`src/rtl/sll_traverser.sv`:
```
// sll_traverser: walks a singly_linked_list from its head with Read_Addr ops,
// follows next pointers and streams each node's data on a valid/ready port in
// list order. Build option SLL_TRAV_TIMEOUT_EN adds a bounded wait for
// ll_op_done; without it WAIT blocks indefinitely and no counter exists.
//
// state   | meaning
// --------+-------------------------------------------------------------
// S_IDLE  | waiting for trav_start; snapshots head/length on accept
// S_ISSUE | raises ll_op_start with ll_addr = current pointer
// S_WAIT  | holds the op until ll_op_done; captures data and next pointer
// S_EMIT  | presents one beat; decides next read, normal end or error end
// S_FIN   | one-cycle trav_done pulse, drops busy, returns to idle
module sll_traverser #(
  parameter  int DATA_WIDTH     = 8,
  parameter  int MAX_NODE       = 8,
  parameter  int TIMEOUT_CYCLES = 16,
  localparam int ADDR_WIDTH     = $clog2(MAX_NODE + 1)
) (
  input  logic                  clk,
  input  logic                  rst,
  input  logic                  trav_start,
  output logic                  trav_busy,
  output logic                  trav_done,
  output logic                  trav_error,
  output logic [ADDR_WIDTH-1:0] trav_count,
  output logic [2:0]            ll_op,
  output logic [ADDR_WIDTH-1:0] ll_addr,
  output logic                  ll_op_start,
  input  logic                  ll_op_done,
  input  logic                  ll_fault,
  input  logic [DATA_WIDTH-1:0] ll_data_out,
  input  logic [ADDR_WIDTH-1:0] ll_next_node_addr,
  input  logic [ADDR_WIDTH-1:0] ll_head,
  input  logic [ADDR_WIDTH-1:0] ll_length,
  output logic                  m_valid,
  input  logic                  m_ready,
  output logic [DATA_WIDTH-1:0] m_data,
  output logic                  m_last
);

  localparam logic [ADDR_WIDTH-1:0] ADDR_NULL = ADDR_WIDTH'(MAX_NODE + 1);
  localparam logic [ADDR_WIDTH-1:0] MAX_CNT   = ADDR_WIDTH'(MAX_NODE);

  if (MAX_NODE < 1 || TIMEOUT_CYCLES < 1) begin : g_bad_param
    $error("sll_traverser: MAX_NODE and TIMEOUT_CYCLES must be at least 1");
  end

  typedef enum logic [2:0] {
    S_IDLE,
    S_ISSUE,
    S_WAIT,
    S_EMIT,
    S_FIN
  } state_t;

  state_t                  state_q;
  logic [ADDR_WIDTH-1:0]   ptr_q;
  logic [ADDR_WIDTH-1:0]   rem_q;
  logic [ADDR_WIDTH-1:0]   count_q;
  logic                    busy_q;
  logic                    done_q;
  logic                    err_q;
  logic [ADDR_WIDTH-1:0]   addr_q;
  logic                    op_start_q;
  logic                    m_valid_q;
  logic [DATA_WIDTH-1:0]   m_data_q;
  logic                    m_last_q;
  logic [ADDR_WIDTH-1:0]   count_inc_d;
  logic [ADDR_WIDTH-1:0]   rem_dec_d;

`ifdef SLL_TRAV_TIMEOUT_EN
  localparam int TMO_W = $clog2(TIMEOUT_CYCLES + 1);
  logic [TMO_W-1:0]        tmo_q;
`endif

  // Arithmetic helpers shared by the WAIT and EMIT decisions.
  assign count_inc_d = count_q + 1'b1;
  assign rem_dec_d   = rem_q - 1'b1;

  // Traversal FSM; every output is a register written here.
  always_ff @(posedge clk) begin
    if (!rst) begin
      state_q    <= S_IDLE;
      ptr_q      <= ADDR_NULL;
      rem_q      <= '0;
      count_q    <= '0;
      busy_q     <= 1'b0;
      done_q     <= 1'b0;
      err_q      <= 1'b0;
      addr_q     <= ADDR_NULL;
      op_start_q <= 1'b0;
      m_valid_q  <= 1'b0;
      m_data_q   <= '0;
      m_last_q   <= 1'b0;
`ifdef SLL_TRAV_TIMEOUT_EN
      tmo_q      <= '0;
`endif
    end else begin
      case (state_q)
        S_IDLE: begin
          done_q <= 1'b0;
          if (trav_start) begin
            ptr_q   <= ll_head;
            rem_q   <= ll_length;
            count_q <= '0;
            busy_q  <= 1'b1;
            err_q   <= 1'b0;
            state_q <= (ll_length == '0) ? S_FIN : S_ISSUE;
          end
        end
        S_ISSUE: begin
          addr_q     <= ptr_q;
          op_start_q <= 1'b1;
`ifdef SLL_TRAV_TIMEOUT_EN
          tmo_q      <= TMO_W'(TIMEOUT_CYCLES - 1);
`endif
          state_q    <= S_WAIT;
        end
        S_WAIT: begin
          // The list latches read data only while the op is held, so the
          // request stays up until the completion is seen.
          if (ll_op_done) begin
            op_start_q <= 1'b0;
            if (ll_fault) begin
              err_q   <= 1'b1;
              state_q <= S_FIN;
            end else begin
              m_data_q  <= ll_data_out;
              m_valid_q <= 1'b1;
              m_last_q  <= (rem_q == ADDR_WIDTH'(1));
              ptr_q     <= ll_next_node_addr;
              rem_q     <= rem_dec_d;
              state_q   <= S_EMIT;
            end
          end
`ifdef SLL_TRAV_TIMEOUT_EN
          else if (tmo_q == '0) begin
            op_start_q <= 1'b0;
            err_q      <= 1'b1;
            state_q    <= S_FIN;
          end else begin
            tmo_q <= tmo_q - 1'b1;
          end
`endif
        end
        S_EMIT: begin
          if (m_ready) begin
            m_valid_q <= 1'b0;
            m_last_q  <= 1'b0;
            count_q   <= count_inc_d;
            if (rem_q == '0) begin
              state_q <= S_FIN;
            end else if (ptr_q == ADDR_NULL || count_inc_d == MAX_CNT) begin
              // Null pointer before length is exhausted, or more nodes than
              // the list can hold: the list is broken or loops.
              err_q   <= 1'b1;
              state_q <= S_FIN;
            end else begin
              state_q <= S_ISSUE;
            end
          end
        end
        S_FIN: begin
          done_q  <= 1'b1;
          busy_q  <= 1'b0;
          state_q <= S_IDLE;
        end
        default: state_q <= S_IDLE;
      endcase
    end
  end

  assign trav_busy   = busy_q;
  assign trav_done   = done_q;
  assign trav_error  = err_q;
  assign trav_count  = count_q;
  assign ll_op       = 3'd0;
  assign ll_addr     = addr_q;
  assign ll_op_start = op_start_q;
  assign m_valid     = m_valid_q;
  assign m_data      = m_data_q;
  assign m_last      = m_last_q;

endmodule

```
`config.mk`:
```
export PLATFORM = sky130hd
export DESIGN_NAME = sll_traverser
export DESIGN_NICKNAME = d
export VERILOG_FILES = /design/src/rtl/sll_traverser.sv
export SDC_FILE = /design/constraint.sdc
export NUM_CORES = 1
export LEC_CHECK = 0
export ABC_AREA = 1
export ABC_CLOCK_PERIOD_IN_PS = 2730
export CORE_ASPECT_RATIO = 0.7
export CORE_UTILIZATION = 30
export CTS_BUF_LIST = sky130_fd_sc_hd__clkbuf_4 sky130_fd_sc_hd__clkbuf_8
export DETAILED_ROUTE_END_ITERATION = 12
export DONT_BUFFER_PORTS = 1
export PLACE_DENSITY = 0.5
export SLEW_MARGIN = 15
export SYNTH_ARGS = -nofsm -noshare
export SYNTH_HDL_FRONTEND = slang
export SYNTH_SLANG_ARGS = --single-unit
```
`constraint.sdc`:
```
create_clock -name clk -period 2.73 [get_ports clk]
set_input_delay 0.4095 -clock clk [delete_from_list [all_inputs] [get_ports clk]]
set_output_delay 0.4095 -clock clk [all_outputs]
set_load 0.005 [all_outputs]
```
==> results of run 1 <==
stage by stage:
step | hold WS, ps | instances
floorplan | 442 | 221
global placement | 470 | 283
detailed placement | 468 | 283
CTS | 190 | 291
global route | 183 | 291
finish | 199 | 291
per-layer routing:
metal  up-vias  routed length [um]  track usage [%]
met5         -                   0                0
met4         0                  61             6.32
met2        40                1480             21.5
li1        712                   -                -
met3         7                 284             5.15
met1       592                1780             19.2
power breakdown:
group / internal, uW / switching, uW / leakage, uW / total, uW
clock network: 273 / 199 / 0.0000543 / 472
registers: 625 / 115 / 0.000270 / 740
logic: 237 / 473 / 0.000421 / 710
total: 1130 / 787 / 0.000746 / 1920
kinds of logic (layout without fill, tap and decap cells):
group                    count (synthesis)  after routing  synth area share [%]
AO/OA/AOI/OAI                           45             45                  15.0
adder cells (fa/ha/maj)                  3              3                  2.43
buffers and inverters                   24             25                  6.89
flip-flops                              33             33                  42.8
other                                    1              3                 0.243
AND/OR/NAND/NOR                        113            113                  32.6
state kept, by name, summed over array words and instances (netlist names):
| name | count |
|---|---|
| m_valid | 1 |
| rem_q | 4 |
| trav_busy | 1 |
| m_data | 8 |
| trav_count | 4 |
| trav_error | 1 |
| ll_op_start | 1 |
| ptr_q | 4 |
| state_q | 3 |
| m_last | 1 |
| ll_addr | 4 |
| trav_done | 1 |
placed cells by master (no fill, tap or decap):
| cell type | n |
|---|---|
| a21oi_1 | 17 |
| a31oi_1 | 1 |
| bufinv_16 | 1 |
| clkbuf_8 | 5 |
| clkinv_1 | 1 |
| clkinv_4 | 1 |
| clkinvlp_4 | 1 |
| conb_1 | 3 |
| dfxtp_1 | 33 |
| ha_1 | 3 |
| inv_1 | 14 |
| inv_2 | 2 |
| nand2_1 | 49 |
| nand2_2 | 1 |
| nand2_4 | 1 |
| nand3_1 | 13 |
| nand3_2 | 1 |
| nand3b_1 | 2 |
| nand4_1 | 3 |
| nor2_1 | 33 |
| nor2_2 | 1 |
| nor2_4 | 2 |
| nor3_1 | 3 |
| o211ai_1 | 2 |
| o21ai_0 | 24 |
| o21ai_1 | 1 |
| or2_2 | 4 |
final timing paths:
path / startpoint / slack [ps] / end / cells past startpoint
hold reg to reg: trav_error / 470 / trav_error / 2
setup / recovery: state_q[2] / 1080 / rem_q[3] / 9
hold / removal: rst / 200 / ll_addr[0] / 1
setup reg to reg: state_q[2] / 1080 / rem_q[3] / 9
final cells by class:
type,count,area (um2)
fill,539,3150
multi-input combinational,164,783
sequential,33,661
tap,69,86.3
clock buffer,5,68.8
inverter,17,63.8
clock inverter,3,46.3
==> results.rst, run 1 <==
.. list-table::
   :header-rows: 1

   * - Metric
     - Value
   * - Status
     - complete, no violations
   * - Post-cts repair resize count
     - 0
   * - Crit path capture type
     - flop
   * - Syn avg cell area
     - 7.04 um2
   * - Clock buffer count from CTS
     - 5
   * - Area of the placeable core
     - 4860 um2
   * - Top cell type's share of synthesized area
     - 42.8%
   * - Crit path buffers/inverters
     - 2
   * - Row Count
     - 21
   * - Unrepaired setup endpoints after global routing
     - false
   * - Vias after detailed routing
     - 1351
   * - Classification of the worst setup path
     - flop to flop
   * - Clock Sink Count
     - 33
   * - Post-route core utilization
     - 35.2%
   * - Classification of the worst-slack hold path
     - primary input to flop
   * - Final estimated routing congestion in global placement
     - 0.762
   * - Number of iterations in the first detailed-routing pass
     - 4
   * - Die extent in x
     - 87.7 um
   * - Crit path max-delay family
     - simple AND/OR/NAND/NOR gates
   * - Maximum operating frequency
     - 604 MHz
   * - Hold bufs inserted after CTS
     - 0
   * - Max_slew headroom
     - 62.6%
   * - First-pass GRT wire length
     - 5.73 mm
   * - Maximum clock insertion buffer count
     - 2
   * - Clock-pin slew on the worst setup and hold paths
     - 80 ps
   * - Count of H-tree levels built during CTS
     - 2
   * - Synthesized netlist cell count
     - 219
   * - Final layout net count
     - 250
   * - Number of synthesized register bits
     - 33
   * - Post-DP HPWL
     - 2.64 mm
   * - Root buffer cell
     - clkbuf_8
   * - Most instantiated flip-flop cell in the synthesis netlist
     - dfxtp_1
   * - Critical-path top delay cell
     - dfxtp_1
   * - Setup fix buffers added after clock tree synthesis
     - 0
   * - Most used standard cells in the synthesized netlist
     - nand2_1 (49), dfxtp_1 (33), nor2_1 (33)
   * - Post-synth cell types
     - 26
   * - Height of the die
     - 62.0 um
   * - Total of max-cap violations
     - 0
   * - Total global routing track utilization
     - 14.5%
   * - Detailed-route vias per instance
     - 4.64
   * - Number of design rule violations left after detail routing
     - 0
   * - Required time at the worst-slack endpoint
     - 2960 ps
   * - Warnings from Yosys
     - 0
   * - GRT Residual Overflow
     - 0
   * - Cell types occupying the most area after synthesis
     - dfxtp_1 (43%), nand2_1 (12%), nor2_1 (8.0%)
   * - Source-to-sink clock delay at the later pin of the worst-skew pair
     - 300 ps
   * - Netlist area before placement
     - 1540 um2
   * - Final setup violation count
     - 0
   * - TritonCTS clock tree
     - yes
   * - Leak
     - 0.000746 uW
   * - Layout cells sized above 1
     - 9.01%
   * - Placement Cell Area
     - 1590 um2
   * - EDFF count, synth
     - 0
   * - Maximum number of pins on one net before global-route repair
     - 26
   * - Top-Level Pins
     - 51
   * - Worst Max-Slew Pin Slew
     - 557 ps
   * - IR drop worst, VDD
     - 0.000353 V
   * - Post-route ant nets
     - 0
   * - Count of buffers inserted at the top-level ports
     - 0
   * - Drt first-iter violations
     - 78
   * - Total routed wirelength
     - 3.61 mm
   * - Effective utilization at floorplan
     - 31.7%
   * - Post-place setup slack
     - 1090 ps
   * - Detailed-route wire length per cell
     - 12.4 um
   * - Cell taking the most area after synthesis
     - dfxtp_1
   * - Total design power
     - 1920 uW
   * - Crit path arrival time
     - 1890 ps
   * - Final count of pins violating max slew
     - 0
   * - Antenna diodes
     - 0
   * - Min Tclk post-route
     - 1650 ps
   * - Kind of start point of the critical path
     - flop
   * - Share of synthesized flip-flops with an asynchronous set or reset
     - 0%
   * - Cell area after layout
     - 1710 um2
   * - Power density over cell area
     - 1120 nW/um2
   * - Layout-stage area growth over the synthesis result
     - 10.8%
   * - Number of global-route vias before repair
     - 1176
   * - Seq/Total Area, Yosys
     - 42.8%
   * - Leading cell type by number of instances after synthesis
     - nand2_1
   * - Area enclosed by the die boundary
     - 5440 um2
   * - Maximum net fanout on the critical path
     - 13
   * - Hold Violations, Final
     - 0
   * - Final WS setup
     - 1080 ps
   * - Final setup skew
     - 10.6 ps
   * - Critical Path, Cell by Cell
     - inv_2 > nand2_2 > nor2_4 > nand2_4 > nand2_1 > nand3_2 > inv_1 > o21ai_0 > a21oi_1
   * - Post-route fraction of the period consumed by the critical path
     - 60.6%
   * - Crit-path max cell delay
     - 340 ps
   * - Antenna violations before repair
     - 0
   * - Sum of negative setup slack
     - 0 ps
Note: power is estimated with default switching activity, not from simulation.
==> inputs of run 2 (changes only) <==
Settings changed: ABC_CLOCK_PERIOD_IN_PS 2730 to 1650.
Clock period 2.73 ns to 1.65 ns, I/O delays scaled along.
==> run 2 against run 1 <==
Effect of this change: final cell count grew 1.7%; power grew 72%; die area is the same; flip-flop and latch count is the same; worst setup slack lost 920 ps; largest cell class unchanged.
==> results.rst, run 2 (synthesis results as in run 1) <==
.. list-table::
   :header-rows: 1

   * - Metric
     - Value
   * - Status
     - complete, no violations
   * - TritonCTS clock tree
     - yes
   * - Area of the placeable core
     - 4860 um2
   * - Kind of start point of the critical path
     - flop
   * - Hold bufs inserted after CTS
     - 0
   * - Clock-pin slew on the worst setup and hold paths
     - 80 ps
   * - Count of H-tree levels built during CTS
     - 2
   * - Worst setup path start
     - state_q[1]
   * - Number of design rule violations left after detail routing
     - 0
   * - Top-Level Pins
     - 51
   * - Hold Violations, Final
     - 0
   * - Antenna violations before repair
     - 0
   * - Antenna diodes
     - 0
   * - Final layout net count
     - 255
   * - Height of the die
     - 62.0 um
   * - Total of max-cap violations
     - 0
   * - Vias after detailed routing
     - 1401
   * - Clock Sink Count
     - 33
   * - Max FFs per register
     - 8
   * - Maximum operating frequency
     - 669 MHz
   * - Area enclosed by the die boundary
     - 5440 um2
   * - Classification of the worst-slack hold path
     - primary input to flop
   * - Post-cts repair resize count
     - 0
   * - Worst hold slack
     - 38.4 ps
   * - Maximum net fanout on the critical path
     - 13
   * - Crit path capture type
     - flop
   * - Drt first-iter violations
     - 81
   * - Total routed wirelength
     - 3.76 mm
   * - Root buffer cell
     - clkbuf_8
   * - Post-route core utilization
     - 36.1%
   * - Detailed-route wire length per cell
     - 12.7 um
   * - Layout cells sized above 1
     - 11.0%
   * - Classification of the worst setup path
     - flop to flop
   * - Launching point of the worst reg2reg path
     - state_q[1]
   * - Number of global-route vias before repair
     - 1253
   * - Maximum clock insertion buffer count
     - 2
   * - Register-to-register path setup slack
     - 160 ps
   * - Final setup skew
     - 7.37 ps
   * - Post-place setup slack
     - 110 ps
   * - Row Count
     - 21
   * - Crit path arrival time
     - 1720 ps
   * - Unrepaired setup endpoints after global routing
     - false
   * - IR drop worst, VDD
     - 0.000521 V
   * - Clock buffer count from CTS
     - 5
   * - Number of iterations in the first detailed-routing pass
     - 4
   * - Leading cell type in the layout, fill and taps excluded
     - nand2_1
   * - Post-DP HPWL
     - 2.72 mm
   * - Maximum number of pins on one net before global-route repair
     - 26
   * - Total global routing track utilization
     - 14.9%
   * - Number of inserted filler cells in the final layout
     - 530
   * - Most frequent cells in the layout
     - nand2_1 (49), nor2_1 (33), dfxtp_1 (33)
   * - Sum of negative setup slack
     - 0 ps
   * - Setup fix buffers added after clock tree synthesis
     - 0
   * - Effective utilization at floorplan
     - 31.7%
   * - Final estimated routing congestion in global placement
     - 0.804
   * - First-pass GRT wire length
     - 5.87 mm
   * - Post-route fraction of the period consumed by the critical path
     - 90.6%
   * - Min Tclk post-route
     - 1490 ps
   * - Die extent in x
     - 87.7 um
   * - GRT Residual Overflow
     - 0
   * - Leak
     - 0.000772 uW
   * - Post-route ant nets
     - 0
   * - Critical hold path startpoint
     - rst
   * - Final setup violation count
     - 0
   * - Count of buffers inserted at the top-level ports
     - 0
   * - Final WS setup
     - 156 ps
   * - Source-to-sink clock delay at the later pin of the worst-skew pair
     - 290 ps
   * - Layout-stage area growth over the synthesis result
     - 13.7%
   * - Detailed-route vias per instance
     - 4.73
   * - Final count of pins violating max slew
     - 0
   * - Required time at the worst-slack endpoint
     - 1880 ps
   * - Power density over cell area
     - 1880 nW/um2
[run 2: cell count changes in the layout (fill, tap and decap cells not counted), sizes merged]
cell  before  now
buf        0    5
[run 2: path summary, 6_finish.rpt]
kind                              endpoint  cells after the start
worst min-delay path            ll_addr[0]                      1
worst max-delay path              rem_q[3]                      8
worst min register to register  trav_error                      2
worst max register to register    rem_q[3]                      8
[run 2: power by group]
part	switching, uW	leakage [uW]	total (uW)	internal (uW)
clock	331	0.0000543	783	452
combinational	815	0.000447	1290	472
sequential	199	0.000270	1230	1030
[run 2: layer usage]
layer	global-route usage, %	up-vias	share of wire (%)
li1	-	728	-
met1	19.2	621	48
met2	22.7	48	43
met3	5.28	4	8.0
met4	7.03	0	1.2
met5	0	-	0
[run 2: layout make-up]
cell class	count	area (um2)	area share [%]
clock buffer	5	68.8	3.92
clock inverter	3	46.3	2.64
inverter	17	63.8	3.64
multi-input combinational	164	791	45.1
sequential	33	661	37.7
tap	69	86.3	4.92
timing repair buffer	5	37.5	2.14
[run 2: critical path, stage by stage (launching register included)]
cell	delay (ps)
dfxtp_1	400
nand2_2	100
nor2_4	180
nand2_4	100
nand2_1	140
nand3_4	160
inv_1	150
o21ai_0	90
a21oi_1	110
[run 2: metrics by stage]
stage,cell area [um2],std cells,power [uW]
2_1_floorplan,1550,221,2190
3_3_place_gp,1630,288,2510
3_5_place_dp,1630,288,2500
4_1_cts,1750,296,3310
5_1_grt,1750,296,3590
6_report,1750,296,3300
